**config.mk**
```make
export PLATFORM = sky130hd
export DESIGN_NAME = regfile_wb_arbiter
export DESIGN_NICKNAME = d
export VERILOG_FILES = /design/src/rtl/regfile_pkg.sv /design/src/rtl/regfile_wb_arbiter_rr_arbiter2.sv /design/src/rtl/regfile_wb_arbiter.sv
export SDC_FILE = /design/constraint.sdc
export NUM_CORES = 1
export LEC_CHECK = 0
export BUFFER_PORTS_ARGS = -buffer_cell sky130_fd_sc_hd__buf_4
export CAP_MARGIN = 20
export CORE_MARGIN = 5
export CORE_UTILIZATION = 48
export CTS_CLUSTER_SIZE = 24
export DETAILED_ROUTE_END_ITERATION = 16
export MAX_ROUTING_LAYER = met4
export PLACE_DENSITY = 0.85
export SLEW_MARGIN = 40
export SYNTH_ARGS = -nofsm -noshare
export SYNTH_HDL_FRONTEND = slang
export SYNTH_SLANG_ARGS = --single-unit
```
**constraint.sdc**
```tcl
create_clock -name clk -period 1.96 [get_ports clk]
set_input_delay 0.196 -clock clk [delete_from_list [all_inputs] [get_ports clk]]
set_output_delay 0.196 -clock clk [all_outputs]
set_load 0.02 [all_outputs]
```
**src/rtl/regfile_pkg.sv**
```systemverilog
// Shared constants and types for the register-file writeback arbiter.
// Optional build macro used elsewhere: RFARB_FIXED_PRIO_EN.
package regfile_pkg;

   localparam int DATA_W    = 32;
   localparam int ADDR_W    = 5;
   localparam int REG_COUNT = 32;
   localparam int ZERO_REG  = 0;

   typedef enum logic {
      GNT_R0 = 1'b0,
      GNT_R1 = 1'b1
   } grant_t;

endpackage

```
**src/rtl/regfile_wb_arbiter_rr_arbiter2.sv**
```systemverilog
// Two-way round-robin arbiter; the last-grant pointer lives here.
// Handshake: a transfer happens in any cycle where req and gnt are both 1.
module rr_arbiter2 (
   input  logic clk,
   input  logic rst,
   input  logic req0,
   input  logic req1,
   output logic gnt0,
   output logic gnt1
);
   import regfile_pkg::*;

   grant_t last_q, last_d;

   always_ff @(posedge clk) begin
      if (rst) last_q <= GNT_R1;
      else     last_q <= last_d;
   end

   // Contention goes to whichever requester was not granted last time.
   always_comb begin
      gnt0   = 1'b0;
      gnt1   = 1'b0;
      last_d = last_q;
      if (req0 && req1) begin
         if (last_q == GNT_R1) gnt0 = 1'b1;
         else                  gnt1 = 1'b1;
      end else if (req0) begin
         gnt0 = 1'b1;
      end else if (req1) begin
         gnt1 = 1'b1;
      end
      if (gnt0)      last_d = GNT_R0;
      else if (gnt1) last_d = GNT_R1;
   end

endmodule

```
**src/rtl/regfile_wb_arbiter.sv**
```systemverilog
// Shares one register-file write port between ALU (r0) and load (r1) writeback.
// Build macro RFARB_FIXED_PRIO_EN selects fixed priority (r1 wins) instead of round-robin.
module regfile_wb_arbiter #(
   parameter int DATA_W = regfile_pkg::DATA_W,
   parameter int ADDR_W = regfile_pkg::ADDR_W
) (
   input  logic                 clk,
   input  logic                 rst,
   input  logic                 r0_valid,
   output logic                 r0_ready,
   input  logic [ADDR_W-1:0]    r0_addr,
   input  logic [DATA_W-1:0]    r0_data,
   input  logic                 r1_valid,
   output logic                 r1_ready,
   input  logic [ADDR_W-1:0]    r1_addr,
   input  logic [DATA_W-1:0]    r1_data,
   input  logic                 alloc_valid,
   input  logic [ADDR_W-1:0]    alloc_addr,
   output logic                 rf_we,
   output logic [ADDR_W-1:0]    rf_addr,
   output logic [DATA_W-1:0]    rf_wd,
   output logic [2**ADDR_W-1:0] busy
);
   import regfile_pkg::*;

   localparam logic [ADDR_W-1:0] ZERO_ADDR = ADDR_W'(ZERO_REG);

   logic                  gnt0, gnt1, xfer;
   logic [ADDR_W-1:0]     win_addr;
   logic [DATA_W-1:0]     win_data;
   logic [2**ADDR_W-1:0]  busy_d;

`ifdef RFARB_FIXED_PRIO_EN
   assign gnt1 = r1_valid;
   assign gnt0 = r0_valid & ~r1_valid;
`else
   rr_arbiter2 u_arb (
      .clk  (clk),
      .rst  (rst),
      .req0 (r0_valid),
      .req1 (r1_valid),
      .gnt0 (gnt0),
      .gnt1 (gnt1)
   );
`endif

   assign r0_ready = gnt0;
   assign r1_ready = gnt1;
   assign xfer     = gnt0 | gnt1;
   assign win_addr = gnt1 ? r1_addr : r0_addr;
   assign win_data = gnt1 ? r1_data : r0_data;

   always_ff @(posedge clk) begin
      if (rst) begin
         rf_we   <= 1'b0;
         rf_addr <= '0;
         rf_wd   <= '0;
      end else begin
         rf_we <= xfer && (win_addr != ZERO_ADDR);
         if (xfer) begin
            rf_addr <= win_addr;
            rf_wd   <= win_data;
         end
      end
   end

   // Clear after the write commits; a same-cycle alloc is a new producer so it wins.
   always_comb begin
      busy_d = busy;
      if (rf_we) busy_d[rf_addr] = 1'b0;
      if (alloc_valid && (alloc_addr != ZERO_ADDR)) busy_d[alloc_addr] = 1'b1;
      busy_d[ZERO_REG] = 1'b0;
   end

   always_ff @(posedge clk) begin
      if (rst) busy <= '0;
      else     busy <= busy_d;
   end

endmodule
```
==> results_dict.tcl, run 1 <==
set metrics [dict create \
    skew_ns 0.00709 \
    ys_seq_area_share_pct 48.3 \
    synth-edff-count 0 \
    r2r.worst_path.cells 3 \
    synth_commonest_cells "dfxtp_1 (70), nand2_1 (69), o21ai_0 (59)" \
    route.detailed.drc 0 \
    cts_tree "yes" \
    yosysTopAreaCell "dfxtp_1" \
    final_cells 560 \
    drv_cap 0 \
    clk_pin_slew_ns 0.07 \
    synth.top_cell.area_share_pct 48.3 \
    finalMaxSlewViolations 0 \
    synth_seq_cells 70 \
    setup.worst_path.start_class "flip-flop" \
    path_class "flip-flop to output pin" \
    initial_core_util_pct 49.3 \
    worstHoldPathCells 3 \
    reg2reg_to "busy[6]" \
    use_met3_pct 7.62 \
    netlist_instances 330 \
    antenna_cells 0 \
    nets 565 \
    drive_above_1_share_pct 37.1 \
    hold_path_end "rf_wd[4]" \
    setup_ws_ns 0.302 \
    yosysWarningCount 0 \
    critPathMaxFanout 34 \
    cts_buffers 9 \
    clockBufferDepth 2 \
    min_path_type "input port to flip-flop" \
    post_cts_buffers 0 \
    drt_iter0_drc 111 \
    relSlewSlack_pct 54.1 \
    std_cell_rows 28 \
    fin_crit_sh_pct 84.6 \
    grt_pass1_wl_mm 14.4 \
    grt_pass1_vias 3023 \
    worstMarginPinSlew_ns 0.688 \
    synth.distinct_cells 31 \
    grt_max_degree 37 \
    clk_latency_ns 0.34 \
    placedCellCount 545 \
    core_um2 5890 \
    rsz0062_at_grt "false" \
    busiest_layer "met2" \
    status "finished, final reports clean" \
    die_y_um 87.8 \
    peakVddDrop_mv 0.511 \
    viasPerCell 5.34 \
    pre_cts_ws_ns 0.523 \
    reg2reg_from "rf_addr[2]" \
    vias 2993 \
    hold_buffers 0 \
    synthArstFlopShare_pct 0 \
    reg2reg_slack_ns 0.54 \
    avgSynthCellArea_um2 8.80 \
    syn_area_um2 2900 \
    ys.flop_type "dfxtp_1" \
    place_congestion 0.797 \
    cts_max_level 3 \
    numPortBuffers 154 \
    hp-start "r0_data[4]" \
    synth_nets 414 \
    ant_nets 0 \
    die_area_um2 7710 \
    use_met2_pct 41.6 \
    fin_crit_ns 1.66 \
    p_leak_uw 0.00189 \
    worstPathRequired_ns 1.76 \
    setup_viol 0 \
    fin_util_pct 73.2 \
    power_density_nw_per_um2 753 \
    grt_antenna_before_repair 0 \
    wl_mm 9.22 \
    cts-resized-gates 0 \
    cts-root-buf "clkbuf_8" \
    arrival_ns 1.46 \
    finalSetupTns_ns 0 \
    post-synth-top-count-cell "dfxtp_1" \
    first_pass_iters 4 \
    clock_sinks 70 \
    synth_area_leaders "dfxtp_1 (48%), mux2i_1 (12%), o21ai_0 (10%)" \
    wl_per_cell_um 16.5 \
    fmax_ghz 0.603 \
    grt_usage_pct 24.9 \
    die_w_um 87.8 \
    hold_violations 0 \
    io_pins 156 \
    dp_hpwl_mm 7.10 \
    grt_util_met1_pct 28.4 \
    synthToLayoutAreaGrowth_pct 48.3 \
    critPathCaptureType "output pin" \
    overflow 0 \
]
-- power by group --
| group | switching, µW | internal (µW) | leakage (µW) |
|---|---|---|---|
| Sequential | 53.5 | 1500 | 0.000574 |
| Clock | 497 | 593 | 0.0000958 |
| Combinational | 307 | 295 | 0.00122 |
-- cells in the final DEF (no fill, tap or decap) --
cell type and count:
or3b_2 4, buf_4 157, dfxtp_1 70, mux2_2 1, nor3_1 1, nand3b_1 5, clkbuf_8 13, o21ai_1 9
o21bai_2 1, nand3_1 2, a32oi_1 1, nand2_1 69, or3_1 1, o22ai_1 1, nor4_1 2, nor3_4 1
clkbuf_1 2, and2_1 1, a21boi_4 1, conb_1 1, inv_1 1, and3b_1 5, mux2i_1 36, a21oi_1 32
buf_12 2, and3_1 2, o21ai_0 59, nor3b_1 4, nand2b_1 1
-- metal layers --
metal | up-vias | share of wire, %
li1 | 1453 | -
met1 | 1388 | 39
met2 | 143 | 50
met3 | 9 | 9.7
met4 | 0 | 1.1
met5 | - | 0
-- per-stage QoR --
step	total power (µW)	area [µm²]	hold WS [ns]
after floorplan	1860	2900	0.334
after global placement	2170	4120	0.436
after detailed placement	2180	4120	0.448
after CTS	3260	4310	0.111
after global routing	3390	4310	0.130
final	3240	4310	0.126
-- worst max-delay path by stage --
stage | from | end | cells after the start
after global placement | r0_valid | rf_wd[18] | 5
after detailed placement | r0_valid | rf_wd[21] | 5
after global routing | u_arb.last_q | r1_ready | 3
final | u_arb.last_q | r1_ready | 3
after CTS | u_arb.last_q | r1_ready | 3
after floorplan | rf_addr[2] | busy[7] | 3
-- critical path, cell delays in order (launching register included) --
cell and delay, ns:
dfxtp_1 0.34, a21boi_4 0.29, buf_12 0.28, buf_4 0.19
-- cells by family (layout without fill, tap and decap cells) --
logic type      Yosys count  count (layout)  share of synthesized area (%)
compound gates          104             104                           18.5
other cells               1               1                          0.129
flops                    70              70                           48.3
simple gates             98              98                           16.5
buf+inv                  20             175                           3.75
mux                      37              37                           12.8
-- state kept, by name (all words and copies together) (netlist names) --
register / cells
rf_we: 1
rf_wd: 32
rf_addr: 5
busy: 31
u_arb.last_q: 1
-- final cells by class --
type                            instances  area [µm²]
Clock buffer                           15         186
Sequential cell                        70        1400
Multi-Input combinational cell        240        1400
Fill cell                             460        1580
Timing Repair Buffer                  159        1220
Inverter                                1        3.75
Tap cell                               75        93.8
Note: power is estimated with default switching activity, not from simulation.
==> run 2: changes to the inputs <==
- CORE_UTILIZATION: 48 -> 45
- PLACE_DENSITY: 0.85 -> 0.8
- clock period: 1.96 -> 1.7 ns (I/O delays scaled with it)
==> run 2 against run 1 <==
Against the previous run:
- clock power increased by 42%
- power increased by 24%
- global-route usage decreased by 3.0 points
- utilization decreased by 3.8 points
- routed wire length decreased by 3.5%
- final area increased by 1.7%
- register-to-register slack got worse by 0.27 ns
- critical path depth unchanged
- combinational power increased by 16%
- cell count increased by 1.1%
- first-iteration DRC count decreased by 8.1%
- largest cell class unchanged
- highest routed layer unchanged
==> results_dict.tcl, run 2 (synthesis gave the netlist of run 1 again) <==
set metrics [dict create \
    status "finished, final reports clean" \
    crit_family "simple AND/OR/NAND/NOR gates" \
    reg2reg_from "rf_addr[4]" \
    grt_max_degree 36 \
    relSlewSlack_pct 57.4 \
    fmax_ghz 0.700 \
    cts-resized-gates 0 \
    grt_pass1_vias 3040 \
    final_common_cell "buf_4" \
    worst-path-buf-inv 0 \
    cts_max_level 3 \
    fin_crit_sh_pct 84.0 \
    grt_usage_pct 21.9 \
    worstMarginPinSlew_ns 0.638 \
    finalSetupTns_ns 0 \
    grt_antenna_before_repair 0 \
    setup.worst_path.start_class "flip-flop" \
    nets 568 \
    cts_tree "yes" \
    hold_path_end "rf_wd[8]" \
    die_area_um2 8160 \
    cp_slowest_stage_delay_ns 0.52 \
    final_cell_mix "buf_4 (160), dfxtp_1 (70), nand2_1 (69)" \
    cts-root-buf "clkbuf_8" \
    reg.largest.list "rf_wd: 32 flops, busy: 31 flops, rf_addr: 5 flops" \
    grt_pass1_wl_mm 14.3 \
    clk_latency_ns 0.34 \
    place_congestion 0.816 \
    arrival_ns 1.63 \
    wl_per_cell_um 15.7 \
    synthToLayoutAreaGrowth_pct 50.8 \
    drv_cap 0 \
    drive_above_1_share_pct 37.8 \
    cts_buffers 9 \
    core_um2 6310 \
    overflow 0 \
    hp-start "r0_data[8]" \
    clock_sinks 70 \
    worstPathCellList "or3b_2 > o21ai_0 > a21oi_1" \
    worstHoldPathCells 3 \
    critPathMaxFanout 10 \
    p_leak_uw 0.00193 \
    initial_core_util_pct 46.0 \
    drt_iter0_drc 102 \
    die_y_um 90.3 \
    setup_viol 0 \
    clk_pin_slew_ns 0.07 \
    min_path_type "input port to flip-flop" \
    hold_buffers 0 \
    clockBufferDepth 2 \
    first_pass_iters 4 \
    hold_violations 0 \
    cp_slowest_cell "or3b_2" \
    viasPerCell 5.28 \
    ant_nets 0 \
    skew_ns 0.00824 \
    regMostFlops "rf_wd" \
    dp_hpwl_mm 6.72 \
    antenna_cells 0 \
    fin_crit_ns 1.43 \
    path_class "flip-flop to flip-flop" \
    route.detailed.drc 0 \
    std_cell_rows 29 \
    finalMaxSlewViolations 0 \
    worstPathRequired_ns 1.91 \
    critPathCaptureType "flip-flop" \
    post_cts_buffers 0 \
    p_total_uw 4030 \
    largest_register_ffs 32 \
    rsz0062_at_grt "false" \
    power_density_nw_per_um2 920 \
    io_pins 156 \
    die_w_um 90.3 \
    reg2reg_slack_ns 0.27 \
    wl_mm 8.89 \
    r2r.worst_path.cells 3 \
    peakVddDrop_mv 0.514 \
    numPortBuffers 154 \
    reg2reg_to "busy[17]" \
    vias 2990 \
]
[run 2: changes by cell type in the layout (fill, tap and decap cells not counted), sizes merged]
cell,previous run,this run
clkinv,0,1
bufinv,0,2
buf,159,162
clkbuf,15,13
[run 2: worst max path at each step]
stage               depth (start not counted)         to    startpoint
finish                                      3   busy[17]    rf_addr[4]
global route                                3    busy[7]    rf_addr[2]
CTS                                         3   r1_ready  u_arb.last_q
detailed placement                          3    busy[4]    rf_addr[2]
global placement                            4  rf_wd[30]      r0_valid
floorplan                                   3    busy[7]    rf_addr[2]
[run 2: per-stage QoR]
stage | util, % | hold slack (ns) | worst slack [ns] | std cells | area [µm²]
finish | 69.3 | 0.0931 | 0.272 | 566 | 4380
global route | 69.3 | 0.0985 | 0.128 | 566 | 4380
CTS | 69.3 | 0.0848 | 0.269 | 566 | 4380
detailed placement | 65.6 | 0.439 | 0.289 | 550 | 4140
global placement | 65.6 | 0.434 | 0.378 | 550 | 4140
floorplan | - | 0.308 | 0.338 | 330 | 2900
[run 2: power by group]
group	internal, µW	leakage, µW	total (µW)	switching (µW)
Clock	946	0.000120	1550	602
Combinational	346	0.00124	700	354
Sequential	1720	0.000574	1780	56.4
Total	3020	0.00193	4030	1010
[run 2: layout make-up]
| class | count | area (µm²) |
|---|---|---|
| inverter | 1 | 3.75 |
| clock buffer | 13 | 169 |
| fill | 526 | 1940 |
| tap | 77 | 96.3 |
| clock inverter | 3 | 65.1 |
| multi-input combinational | 240 | 1400 |
| timing repair buffer | 162 | 1240 |
| sequential | 70 | 1400 |
[run 2: worst register-to-register path, cell delays in order (launching register included)]
cell and delay (ns):
dfxtp_1 0.49, or3b_2 0.52, o21ai_0 0.19, a21oi_1 0.09
[run 2: per-layer routing]
| layer | routed length, µm | vias to the layer above | track usage, % |
|---|---|---|---|
| met5 | 0 | - | - |
| met4 | 153 | 0 | 8.44 |
| met3 | 780 | 16 | 5.25 |
| met2 | 4430 | 146 | 37.1 |
| met1 | 3540 | 1371 | 24.9 |
| li1 | - | 1457 | - |
==> run 3: changes to the inputs <==
- ABC_AREA: unset -> 1
- CORE_UTILIZATION: 45 -> 40
- PLACE_DENSITY: 0.8 -> 0.75
- clock period: 1.7 -> 1.3 ns (I/O delays scaled with it)
==> run 3 against run 2 <==
Against the previous run:
- clock power grew 27%
- die area increased by 13%
- critical endpoint is now r1_ready
- clock skew increased by 0.0018 ns
- critical path type is now flip-flop to output pin
- largest power group unchanged
- flip-flop and latch count unchanged
==> results_dict.tcl, run 3 <==
set metrics [dict create \
    regMostFlops "rf_wd" \
    cts_tree "yes" \
    cp_slowest_cell "dfxtp_2" \
    first_pass_iters 8 \
    synth_seq_cells 70 \
    die_y_um 95.8 \
    critPathMaxFanout 7 \
    finalSetupTns_ns 0 \
    grt_pass1_wl_mm 15.3 \
    worstHoldPathCells 3 \
    synthToLayoutAreaGrowth_pct 51.7 \
    relSlewSlack_pct 52.8 \
    cts-root-buf "clkbuf_8" \
    fin_crit_sh_pct 95.7 \
    die_w_um 95.8 \
    synth_area_leaders "dfxtp_1 (48%), o21ai_0 (12%), nand3_1 (8.3%)" \
    synth-edff-count 0 \
    reg2reg_slack_ns 0.09 \
    core_um2 7210 \
    drv_cap 0 \
    initial_core_util_pct 40.9 \
    nFillCells 659 \
    clk_latency_ns 0.34 \
    r2r.worst_path.cells 7 \
    reg2reg_to "rf_wd[11]" \
    synth.top_cell.area_share_pct 47.5 \
    finalMaxSlewViolations 0 \
    seq_area_um2 1400 \
    synth_nets 473 \
    netlist_instances 389 \
    final_common_cell "buf_4" \
    setup_ws_ns 0.0554 \
    worstPathCellList "nand2_4 > nand2_4 > inv_4 > buf_4" \
    ys.flop_type "dfxtp_1" \
    reg.largest.list "rf_wd: 32 flops, busy: 31 flops, rf_addr: 5 flops" \
    cts_buffers 9 \
    clockBufferDepth 2 \
    io_pins 156 \
    drive_above_1_share_pct 35.7 \
    std_cell_rows 31 \
    die_area_um2 9190 \
    min_path_type "input port to flip-flop" \
    numPortBuffers 154 \
    yosysTopAreaCell "dfxtp_1" \
    grt_usage_pct 22.1 \
    path_class "flip-flop to output pin" \
    fin_crit_ns 1.24 \
    wl_mm 9.84 \
    cts_max_level 3 \
    viasPerCell 5.19 \
    nets 628 \
    reg2reg_from "u_arb.last_q" \
    hold_violations 0 \
    vias 3363 \
    grt_antenna_before_repair 0 \
    yosysWarningCount 0 \
    clock_sinks 70 \
    setup.worst_path.start_class "flip-flop" \
    multiInputGateArea_um2 1370 \
    peakVddDrop_mv 0.607 \
    skew_ns 0.0101 \
    synth_commonest_cells "dfxtp_1 (70), o21ai_0 (69), nand3_1 (49)" \
    placedCellCount 629 \
    antenna_cells 0 \
    final_cell_mix "buf_4 (163), dfxtp_1 (69), o21ai_0 (68)" \
    overflow 0 \
    synth.distinct_cells 22 \
    ant_nets 0 \
    worstPathRequired_ns 1.17 \
    setup_viol 0 \
    critPathCaptureType "output pin" \
    dp_hpwl_mm 7.34 \
    cpMostUsedCell "nand2_4" \
    fmax_ghz 0.803 \
    wl_per_cell_um 15.2 \
    avgSynthCellArea_um2 7.58 \
    clk_pin_slew_ns 0.08 \
    rsz0062_at_grt "false" \
    cp_slowest_stage_delay_ns 0.38 \
    worstMarginPinSlew_ns 0.707 \
    post-synth-top-count-cell "dfxtp_1" \
    p_leak_uw 0.00194 \
    grt_max_degree 39 \
    crit_family "flip-flops" \
    final_cells 648 \
    pre_cts_ws_ns -0.0405 \
    synthArstFlopShare_pct 0 \
    grt_pass1_vias 3193 \
    largest_register_ffs 32 \
    power_density_nw_per_um2 1190 \
    arrival_ns 1.11 \
    hold_path_end "rf_wd[21]" \
    hp-start "r0_data[21]" \
    syn_area_um2 2950 \
    ys_seq_area_share_pct 47.5 \
    status "finished, final reports clean" \
    drt_iter0_drc 193 \
    place_congestion 0.908 \
    route.detailed.drc 0 \
    worst-path-buf-inv 2 \
]
-- run 3: changes by cell type after synthesis, sizes merged, moves of 5 or more --
cell	before	now
nand3	2	49
mux2i	36	0
nor2	0	36
o21ai	68	100
nand2	69	50
inv	1	13
nor3	2	12
buf	9	16
and3b	5	0
nand3b	5	0
-- run 3: cell families (layout without fill, tap and decap cells) --
kind of cell           after synthesis  after routing  synth area share [%]
DFF                                 70             70                  47.5
buffers and inverters               37            197                  6.71
and+or+nand+nor                    148            148                  22.7
AOI/OAI and AO/OA                  133            133                  22.9
other                                1              1                 0.127
-- run 3: worst max path at each step --
stage / to / startpoint / cells past startpoint
global placement: rf_wd[8] / r1_valid / 5
global route: busy[23] / rf_addr[3] / 4
detailed placement: rf_wd[30] / r1_valid / 5
finish: r1_ready / u_arb.last_q / 4
CTS: r1_ready / u_arb.last_q / 4
floorplan: rf_addr[0] / u_arb.last_q / 6
-- run 3: report_power, final --
group	leakage, µW	internal [µW]	total [µW]	switching (µW)
registers	0.000575	2260	2350	85.0
logic	0.00125	449	998	549
clock network	0.000108	1130	1970	842
total	0.00194	3840	5310	1480
-- run 3: worst reg2reg max path: stages, from the launching register on --
cell and delay, ns:
dfxtp_2 0.38, nand2_4 0.08, nand2_4 0.12, inv_4 0.05
buf_4 0.13, buf_12 0.15, o21ai_1 0.13, o21ai_1 0.06
-- run 3: what timing repair did --
item,CTS,global route
endpoints found under the setup margin,9,38
pin swaps,0,1
setup buffers,2,1
resized for setup,2,8
hold buffers,0,0
-- run 3: area by class of cell --
class / instances / area share, %
Sequential cell: 70 / 31.4
Multi-Input combinational cell: 282 / 30.7
Timing Repair Buffer: 167 / 29.0
Clock buffer: 10 / 3.08
Tap cell: 99 / 2.77
Clock inverter: 6 / 1.90
Inverter: 14 / 1.23
-- run 3: metrics by stage --
step / hold WS, ns / power [µW] / area, µm² / util (%)
CTS: 0.0242 / 5330 / 4440 / 61.5
global route: 0.0300 / 5540 / 4470 / 62.0
detailed placement: 0.386 / 3370 / 4200 / 58.2
floorplan: 0.291 / 2870 / 2950 / -
finish: 0.0337 / 5310 / 4470 / 62.0
global placement: 0.376 / 3350 / 4200 / 58.2
-- run 3: routing by layer --
layer / routed length (µm) / vias up / track usage [%]
met1: 4010 / 1535 / 27.5
met4: 157 / 0 / 7.70
met5: 0 / - / -
met3: 985 / 12 / 6.02
li1: - / 1642 / -
met2: 4680 / 174 / 34.5
